===== src/rtl/ame_scale_pkg.sv =====
// Shared types for the ame scaler scheduler: FSM state encoding, the
// {M,D,L,C} operand quad and the shift-amount width of the default build.
package ame_scale_pkg;

    localparam int DEF_COMP_DATA_BITS = 64;
    localparam int SHIFT_BITS         = $clog2(DEF_COMP_DATA_BITS);

    typedef enum logic [1:0] {
        IDLE  = 2'd0,
        ISSUE = 2'd1,
        WAIT  = 2'd2,
        RESP  = 2'd3
    } sched_state_e;

    // Index 3 = M, 2 = D, 1 = L, 0 = C.
    typedef logic [3:0][DEF_COMP_DATA_BITS-1:0] comp_quad_t;

endpackage


===== src/rtl/ame_rr_arb.sv =====
// Combinational round-robin pick: first asserted request at or after ptr_i,
// wrapping explicitly at NUM_REQ-1 so non-power-of-two lane counts work.
module ame_rr_arb #(
    parameter  int NUM_REQ = 4,
    localparam int IDX_W   = $clog2(NUM_REQ)
) (
    input  logic [NUM_REQ-1:0] req_i,
    input  logic [IDX_W-1:0]   ptr_i,
    output logic [NUM_REQ-1:0] grant_o,
    output logic [IDX_W-1:0]   idx_o,
    output logic               any_o
);

    int               j;
    logic [IDX_W-1:0] jj;

    // Scan lanes starting at the pointer; the first valid one wins.
    always_comb begin
        grant_o = '0;
        idx_o   = '0;
        any_o   = 1'b0;
        j       = 0;
        jj      = '0;
        for (int i = 0; i < NUM_REQ; i++) begin
            j = int'(ptr_i) + i;
            if (j >= NUM_REQ) begin
                j = j - NUM_REQ;
            end
            jj = IDX_W'(j);
            if (!any_o && req_i[jj]) begin
                any_o       = 1'b1;
                grant_o[jj] = 1'b1;
                idx_o       = jj;
            end
        end
    end

endmodule


===== src/rtl/ame_scale_sched.sv =====
// Round-robin scheduler sharing one ame_num_scale between NUM_REQ solver
// lanes, with a watchdog that turns a missing scale_done_i into a tagged
// timeout result.
// Optional feature macro: AME_SCALE_SCHED_STAT_EN adds per-lane saturating
// counters of handed-off results whose shift was non-zero.
//
// Handshakes: a transfer happens in a cycle where valid and ready are both
// high. req_ready_o is only asserted in IDLE for the granted lane; rsp_* is
// held stable from rsp_valid_o rising until the cycle rsp_ready_i is seen.
module ame_scale_sched
    import ame_scale_pkg::*;
#(
    parameter  int NUM_REQ        = 4,
    parameter  int COMP_DATA_BITS = DEF_COMP_DATA_BITS,
    parameter  int TIMEOUT_CYCLES = 15,
    localparam int IDX_W          = $clog2(NUM_REQ),
    localparam int SH_W           = $clog2(COMP_DATA_BITS)
) (
    input  logic                                      clk_i,
    input  logic                                      rst_i,
    input  logic [NUM_REQ-1:0]                        req_valid_i,
    output logic [NUM_REQ-1:0]                        req_ready_o,
    input  logic [NUM_REQ-1:0][3:0][COMP_DATA_BITS-1:0] req_data_i,
    output logic                                      rsp_valid_o,
    input  logic                                      rsp_ready_i,
    output logic [IDX_W-1:0]                          rsp_id_o,
    output logic [SH_W-1:0]                           rsp_shift_o,
    output logic [3:0][COMP_DATA_BITS-1:0]            rsp_data_o,
    output logic                                      rsp_timeout_o,
    output logic                                      scale_init_o,
    output logic [3:0][COMP_DATA_BITS-1:0]            scale_data_o,
    input  logic                                      scale_done_i,
    input  logic [SH_W-1:0]                           scale_shift_i,
    input  logic [3:0][COMP_DATA_BITS-1:0]            scale_data_i,
    output sched_state_e                              dbg_state_o
`ifdef AME_SCALE_SCHED_STAT_EN
    ,
    output logic [NUM_REQ-1:0][15:0]                  stat_sat_cnt_o
`endif
);

    sched_state_e                   state_q;
    logic [IDX_W-1:0]               rr_ptr_q;
    logic [IDX_W-1:0]               rr_ptr_d;
    logic [IDX_W-1:0]               id_q;
    logic [7:0]                     wd_cnt_q;
    logic                           scale_init_q;
    logic [3:0][COMP_DATA_BITS-1:0] scale_data_q;
    logic                           rsp_valid_q;
    logic                           rsp_timeout_q;
    logic [IDX_W-1:0]               rsp_id_q;
    logic [SH_W-1:0]                rsp_shift_q;
    logic [3:0][COMP_DATA_BITS-1:0] rsp_data_q;

    logic [NUM_REQ-1:0]             grant;
    logic [IDX_W-1:0]               grant_idx;
    logic                           grant_any;

    ame_rr_arb #(.NUM_REQ(NUM_REQ)) u_arb (
        .req_i   (req_valid_i),
        .ptr_i   (rr_ptr_q),
        .grant_o (grant),
        .idx_o   (grant_idx),
        .any_o   (grant_any)
    );

    // Pointer moves to the lane after the winner, wrapping explicitly.
    always_comb begin
        rr_ptr_d = grant_idx + 1'b1;
        if (grant_idx == IDX_W'(NUM_REQ - 1)) begin
            rr_ptr_d = '0;
        end
    end

    // Grant is only visible in IDLE; reset masks it so all outputs read 0.
    always_comb begin
        req_ready_o = '0;
        if (state_q == IDLE && !rst_i) begin
            req_ready_o = grant;
        end
    end

    // Scheduler FSM with watchdog; every output it drives is registered.
    always_ff @(posedge clk_i or posedge rst_i) begin
        if (rst_i) begin
            state_q       <= IDLE;
            rr_ptr_q      <= '0;
            id_q          <= '0;
            wd_cnt_q      <= '0;
            scale_init_q  <= 1'b0;
            scale_data_q  <= '0;
            rsp_valid_q   <= 1'b0;
            rsp_timeout_q <= 1'b0;
            rsp_id_q      <= '0;
            rsp_shift_q   <= '0;
            rsp_data_q    <= '0;
        end else begin
            case (state_q)
                IDLE: begin
                    if (grant_any) begin
                        scale_data_q <= req_data_i[grant_idx];
                        id_q         <= grant_idx;
                        rr_ptr_q     <= rr_ptr_d;
                        scale_init_q <= 1'b1;
                        state_q      <= ISSUE;
                    end
                end
                ISSUE: begin
                    scale_init_q <= 1'b0;
                    wd_cnt_q     <= '0;
                    state_q      <= WAIT;
                end
                WAIT: begin
                    if (scale_done_i) begin
                        rsp_data_q    <= scale_data_i;
                        rsp_shift_q   <= scale_shift_i;
                        rsp_id_q      <= id_q;
                        rsp_valid_q   <= 1'b1;
                        rsp_timeout_q <= 1'b0;
                        state_q       <= RESP;
                    end else if (wd_cnt_q == 8'(TIMEOUT_CYCLES - 1)) begin
                        // Scaler never answered: report a zeroed timeout result.
                        rsp_data_q    <= '0;
                        rsp_shift_q   <= '0;
                        rsp_id_q      <= id_q;
                        rsp_valid_q   <= 1'b1;
                        rsp_timeout_q <= 1'b1;
                        state_q       <= RESP;
                    end else begin
                        wd_cnt_q <= wd_cnt_q + 8'd1;
                    end
                end
                RESP: begin
                    if (rsp_ready_i) begin
                        rsp_valid_q   <= 1'b0;
                        rsp_timeout_q <= 1'b0;
                        state_q       <= IDLE;
                    end
                end
                default: state_q <= IDLE;
            endcase
        end
    end

    assign scale_init_o  = scale_init_q;
    assign scale_data_o  = scale_data_q;
    assign rsp_valid_o   = rsp_valid_q;
    assign rsp_timeout_o = rsp_timeout_q;
    assign rsp_id_o      = rsp_id_q;
    assign rsp_shift_o   = rsp_shift_q;
    assign rsp_data_o    = rsp_data_q;
    assign dbg_state_o   = state_q;

`ifdef AME_SCALE_SCHED_STAT_EN
    logic [NUM_REQ-1:0][15:0] stat_q;

    // Count handed-off, non-timeout results that needed a shift; saturate.
    always_ff @(posedge clk_i or posedge rst_i) begin
        if (rst_i) begin
            stat_q <= '0;
        end else if (rsp_valid_q && rsp_ready_i && !rsp_timeout_q &&
                     rsp_shift_q != '0 && stat_q[rsp_id_q] != 16'hFFFF) begin
            stat_q[rsp_id_q] <= stat_q[rsp_id_q] + 16'd1;
        end
    end

    assign stat_sat_cnt_o = stat_q;
`endif

endmodule


===== config.mk =====
export PLATFORM = sky130hd
export DESIGN_NAME = ame_scale_sched
export DESIGN_NICKNAME = d
export VERILOG_FILES = /design/src/rtl/ame_scale_pkg.sv /design/src/rtl/ame_rr_arb.sv /design/src/rtl/ame_scale_sched.sv
export SDC_FILE = /design/constraint.sdc
export NUM_CORES = 1
export LEC_CHECK = 0
export CORE_AREA = 2 2 717 719
export CTS_CLUSTER_SIZE = 30
export DETAILED_ROUTE_END_ITERATION = 8
export DIE_AREA = 0 0 719 721
export GPL_ROUTABILITY_DRIVEN = 0
export SLEW_MARGIN = 15
export SYNTH_ARGS = -nofsm -noshare
export SYNTH_HDL_FRONTEND = slang
export SYNTH_SLANG_ARGS = --single-unit

===== constraint.sdc =====
create_clock -name clk_i -period 34.9 [get_ports clk_i]
set_clock_uncertainty 0.1 [all_clocks]
set_input_delay 8.725 -clock clk_i [delete_from_list [all_inputs] [get_ports clk_i]]
set_output_delay 8.725 -clock clk_i [all_outputs]
set_load 0.02 [all_outputs]

======== After elaboration in Yosys (flattened, before gate mapping) ========
Index checks and enable logic that the tools add are counted.
storage, ports and cells
  bits of input ports ..................... 1294
  output and inout port bits .............. 529
  word-level logic and storage cells ...... 133
  flip-flop bits (word level) ............. 537
operators by class
  equal/unequal tests ..................... 10
  bitwise logic cells ..................... 3
  $lt $le $gt $ge ......................... 13
  mux-type cells .......................... 58
  reductions and logical operators ........ 23
  add/subtract/negate cells ............... 9
operators with widths
  operator                                                           count
  2-to-1 mux 256 bit                                                 3
  binary-select mux 256 bit (select 2 bit)                           1
  2-to-1 mux 2 bit                                                   15
  2-to-1 mux 4 bit                                                   5
  2-to-1 mux 1 bit                                                   17
  2-to-1 mux 8 bit                                                   2
  case mux 8 bit (2 select lines)                                    1
  < comparator 2 x 3 -> 1 bit, second input constant                 5
  2-to-1 mux 6 bit                                                   2
  bitwise OR 4 bit                                                   3
  greater-or-equal comparator 3 bit, second input constant           3
  AND reduction 3 bit                                                3
  adder 8 x 1 -> 8 bit, second input constant                        1
  binary-select mux 1 bit (select 2 bit)                             4
  demux 1 bit (select 2 bit)                                         4
  equality test 8 x 4 -> 1 bit, second input constant                1
  greater-or-equal comparator 2 x 1 -> 1 bit, second input constant  4
  logical AND 1 bit                                                  8
  inequality test 2 bit, second input constant                       4
  case mux 2 bit (4 select lines)                                    1
  nonzero test 2 bit                                                 4
  subtractor 2 x 1 -> 2 bit, second input constant                   4
  adder 2 x 2 -> 3 bit, second input constant                        2
  equality test 2 bit, second input constant                         3
  9 further kinds                                                    16

======== Longest topological paths before layout ========
  word-level depth ........................ 16
  mapped depth ............................ 12
  mapped depth without buffers ............ 8

======== Modules after synthesis ========
A second synthesis with hierarchy kept.
unflattened totals
  cells, all modules ...................... 1588
  area, all modules ....................... 26223.9 sq um
modules (own cells, without submodules)
  module           area each (sq um)  cells an instance  sequential area each (sq um)  times used
  ame_scale_sched  25802.2            1543               13437.9                       1
  ame_rr_arb       421.7              45                 0.0                           1

======== Worst setup path before layout ========
No wires, ideal clock.
  kind .................................... input to output
  start ................................... input rst_i
  end ..................................... output req_ready_o[0]
  data required time ...................... 26.075 ns
  data arrival time ....................... 21.793 ns
  stages on the path ...................... 3
  path buffers ............................ 0
  path slack .............................. 4.282 ns
  cell sequence ........................... inv_1 nand2_1 nor2_1
between the ends
  cells in the longest elaborated chain, start to end .. 3
RTL lines
  what                       RTL line               source
  start, declared            ame_scale_sched.sv:20  input logic rst_i,
  zero test 1 bit (no line)  -
  logical AND 1 bit          ame_scale_sched.sv:78  if (state_q == IDLE && !rst_i) begin
  2-to-1 mux 4 bit           ame_scale_sched.sv:78
  end, declared              ame_scale_sched.sv:22  output logic [NUM_REQ-1:0] req_ready_o,
No other way between the ends.

======== Final worst setup path ========
  start ................................... input req_valid_i[0]
  end ..................................... output req_ready_o[1]
between the ends
  cells in the longest elaborated chain, start to end .. 13
  elaborated cells between the ends (all ways) .. 25
  those cells by class .................... 16 x mux; 3 x bitwise; 6 x reduce/logical
RTL lines
  what                                    RTL line               source
  start, declared                         ame_scale_sched.sv:21  input logic [NUM_REQ-1:0] req_valid_i,
  binary-select mux 1 bit (select 2 bit)  ame_rr_arb.sv:30       if (!any_o && req_i[jj]) begin
  2-to-1 mux 1 bit (not written as such)  ame_rr_arb.sv:30
  2-to-1 mux 1 bit                        ame_rr_arb.sv:30
  zero test 1 bit                         ame_rr_arb.sv:30
  logical AND 1 bit                       ame_rr_arb.sv:30
  2-to-1 mux 1 bit                        ame_rr_arb.sv:30
  zero test 1 bit                         ame_rr_arb.sv:30
  logical AND 1 bit                       ame_rr_arb.sv:30
  2-to-1 mux 1 bit                        ame_rr_arb.sv:30
  zero test 1 bit                         ame_rr_arb.sv:30
  logical AND 1 bit                       ame_rr_arb.sv:30
  2-to-1 mux 4 bit *                      ame_rr_arb.sv:30
  2-to-1 mux 4 bit *                      ame_scale_sched.sv:78
Every way passes the cells marked *; elsewhere a longest branch is shown, timed or not. The select of a mux whose other input is x is not followed.

==> qor.yml <==
synth_edf_count: 0
synth_top_family_by_area: "multiplexers"
io_pins: 1823
initial_core_util_pct: 5.10
antenna_found_initial: 465
synth.largest_area_cell: "dfrtp_1"
layout_min_cycle_time_ns: 20.26
p_int_mw: 2.71
cts_buffer_depth: 4
yosys-top-cells-count: "dfrtp_1, mux2i_1, nand2_1"
synthTopCellsByArea: "dfrtp_1, mux2i_1, a22o_1, o221ai_1, nand2_1"
fin_crit_sh_pct: 58.1
peakVddDrop_mv: 0.0584
synth_simple_gate_area_share_pct: 4.78
drt_iter0_markers: 2912
regToRegSetupSlack_ns: 27.93
synthArstFlopShare_pct: 100
post_cts_buffers: 0
syn_area_sq_um: 26100
rsz0062_at_grt: "false"
endpoint_kind: "output port"
setup_viol: 0
die-width_um: 719
timing.final.max_slew_violations: 0
syn_to_final_growth_pct: 113
dr.pass1.iters: 6
hold_depth: 2
power.switching_mw: 2.74
numClockSinks: 537
required_ns: 26.08
path_clk_slew_ns: 0.06
post-place-cells: 10600
yosys_warnings: 0
rr_startpoint: "rr_ptr_q[0]$_DFFE_PP0P_"
crit_arrival_ns: 11.44
ys_seq_area_share_pct: 51.5
p_leak_nw: 20.4
tightestPinTransition_ns: 1.27
drive_gt1_share_pct: 6.05
io_buffers: 1822
die_area_sq_um: 518000
ctsHoldBuffers: 0
grt_max_degree: 123
pwr-share-seq_pct: 20.6
fin_nets: 5231
post_drt_via_cell_ratio: 2.80
numCtsBuffers: 84
grt_overflow: 0
dp_hpwl_mm: 364
tns_ns: 0
min_path_type: "flip-flop to flip-flop"
holdWs_ns: 0.375
p_total_mw: 5.45
cts_tree: "built"
num_rows: 263
dieHeight_um: 721
syn_avg_cell_area_sq_um: 12.1
status: "finished clean"
worstHoldStart: "id_q[1]$_DFFE_PP0P_"
clock-root-buffer: "clkbuf_16"
p_comb_share_pct: 62.2
maxCapViolCount: 0
synth_top_area_share_pct: 51.5
r2r-end: "scale_data_o[171]$_DFFE_PP0P_"
crit_path_start_kind: "input pin"
grt_use_total_pct: 14.8
hold_viol: 0
drcViolationCount: 0
design_area_sq_um: 55500
switching_share_pct: 50.2
vias: 30500
critical_path_class: "input pin to output port"
ys.flop_type: "dfrtp_1"
htreeDepth: 3
p_per_area_nw_per_um2: 98.2
slew_headroom_pct: 13.2
fin_cells: 10900
grt_pass1_vias: 28200
avgRoutedWirePerCell_um: 36.8
routed_wl_mm: 400
cts-resized-gates: 0
ys_ff_latch: 537
critical_path.max_fanout: 10
synth_cell_type_count: 38
synth-xor-area-share_pct: 0.101
synth_compound_area_share_pct: 18.3
holdPathEnd: "id_q[1]$_DFFE_PP0P_"
core_area_sq_um: 511000
dpl_cell_area_sq_um: 52300
worst-r2r-cell-count: 12
synth_fa_ha_area_share_pct: 0.672
clk_latency_ns: 0.81
n_fill_cell: 58400
yosysMostFrequentCell: "dfrtp_1"
p_clk_share_pct: 17.2
fmax_mhz: 49.3
ant_nets: 0
syn_nets: 3465
syn_inst: 2157
grt_pass1_wl_mm: 463
synthMuxAreaShare_pct: 20.3
==> worst max-delay path by stage <==
stage	from	to
after floorplan	rst_i	req_ready_o[0]
after global placement	req_valid_i[0]	req_ready_o[0]
after detailed placement	req_valid_i[0]	req_ready_o[1]
after CTS	req_valid_i[0]	req_ready_o[1]
after global routing	req_valid_i[0]	req_ready_o[1]
final	req_valid_i[0]	req_ready_o[1]
==> sequential cells by signal, summed over array words and instances (netlist names) <==
signal	cells
rsp_data_o	256
scale_data_o	256
wd_cnt_q	8
rsp_shift_o	6
dbg_state_o	2
id_q	2
rr_ptr_q	2
rsp_id_o	2
rsp_timeout_o	1
rsp_valid_o	1
scale_init_o	1
==> placed cells by master (no fill, tap or decap), types with 3 or more instances in the layout <==
cell | Yosys | routed
o31ai_1 | 3 | 3
clkbuf_8 | 0 | 17
nand3_1 | 5 | 5
clkinvlp_4 | 0 | 5
bufinv_16 | 0 | 9
mux2_2 | 5 | 5
buf_4 | 58 | 67
a21oi_1 | 3 | 3
clkdlybuf4s50_1 | 0 | 1808
a221oi_1 | 4 | 4
inv_6 | 0 | 7
o21ai_0 | 13 | 13
buf_2 | 43 | 8
inv_1 | 10 | 9
mux4_2 | 4 | 4
dfrtp_1 | 537 | 537
clkinv_4 | 0 | 3
clkbuf_1 | 83 | 14
mux2i_4 | 0 | 6
nand2b_1 | 6 | 4
clkinv_2 | 0 | 7
mux2i_1 | 514 | 503
clkbuf_16 | 0 | 86
nor2_1 | 13 | 13
and2_1 | 4 | 3
a22o_1 | 262 | 262
nand2_1 | 275 | 273
a22oi_1 | 4 | 4
mux2i_2 | 0 | 5
diode_2 | 0 | 141
ha_1 | 14 | 14
o221ai_1 | 258 | 258
==> metrics by stage <==
| step | util [%] | setup slack (ns) |
|---|---|---|
| after floorplan | - | 4.28 |
| after global placement | 10.2 | 14.55 |
| after detailed placement | 10.2 | 14.64 |
| after CTS | 10.8 | 14.63 |
| after global routing | 10.8 | 14.51 |
| final | 10.9 | 14.64 |
==> cell families after synthesis <==
logic type / count (synthesis)
AO/OA/AOI/OAI: 554
XOR/XNOR: 3
adder cells (fa/ha/maj): 14
buffers and inverters: 214
flip-flops: 537
multiplexers: 523
AND/OR/NAND/NOR: 312
==> layout make-up <==
type                       count  area (sq um)  area share [%]
clock inverter                32           460           0.829
multi-input combinational   1406         11700            21.0
inverter                      10          45.0          0.0811
antenna                      141           353           0.636
clock buffer                 117          2440            4.39
timing repair buffer        1884         18700            33.6
tap                         6757          8450            15.2
sequential                   537         13400            24.2
==> worst max-delay path, stage by stage <==
cell             delay, ns
clkdlybuf4s50_1       0.57
mux4_2                0.65
nor3_4                0.29
and2_1                0.23
a221oi_1              0.11
nor2_1                0.17
clkdlybuf4s50_1       0.69
==> per-layer routing <==
metal / part of all wire [%] / vias up / global-route usage, %
met1: 31 / 14400 / 13.8
met2: 42 / 2500 / 22.1
met4: 5.5 / 350 / 5.97
met3: 21 / 1137 / 14.1
met5: 0.58 / - / 0
li1: - / 12100 / -
==> power groups by stage <==
stage / sequential (mW) / clock, mW / combinational [mW]
floorplan: 1.43 / 0 / 1.22
global placement: 1.12 / 0 / 3.45
detailed placement: 1.13 / 0 / 3.47
CTS: 1.12 / 0.984 / 3.47
global route: 1.16 / 0.998 / 3.56
finish: 1.12 / 0.939 / 3.39
Power figures use the tool's default switching activity.
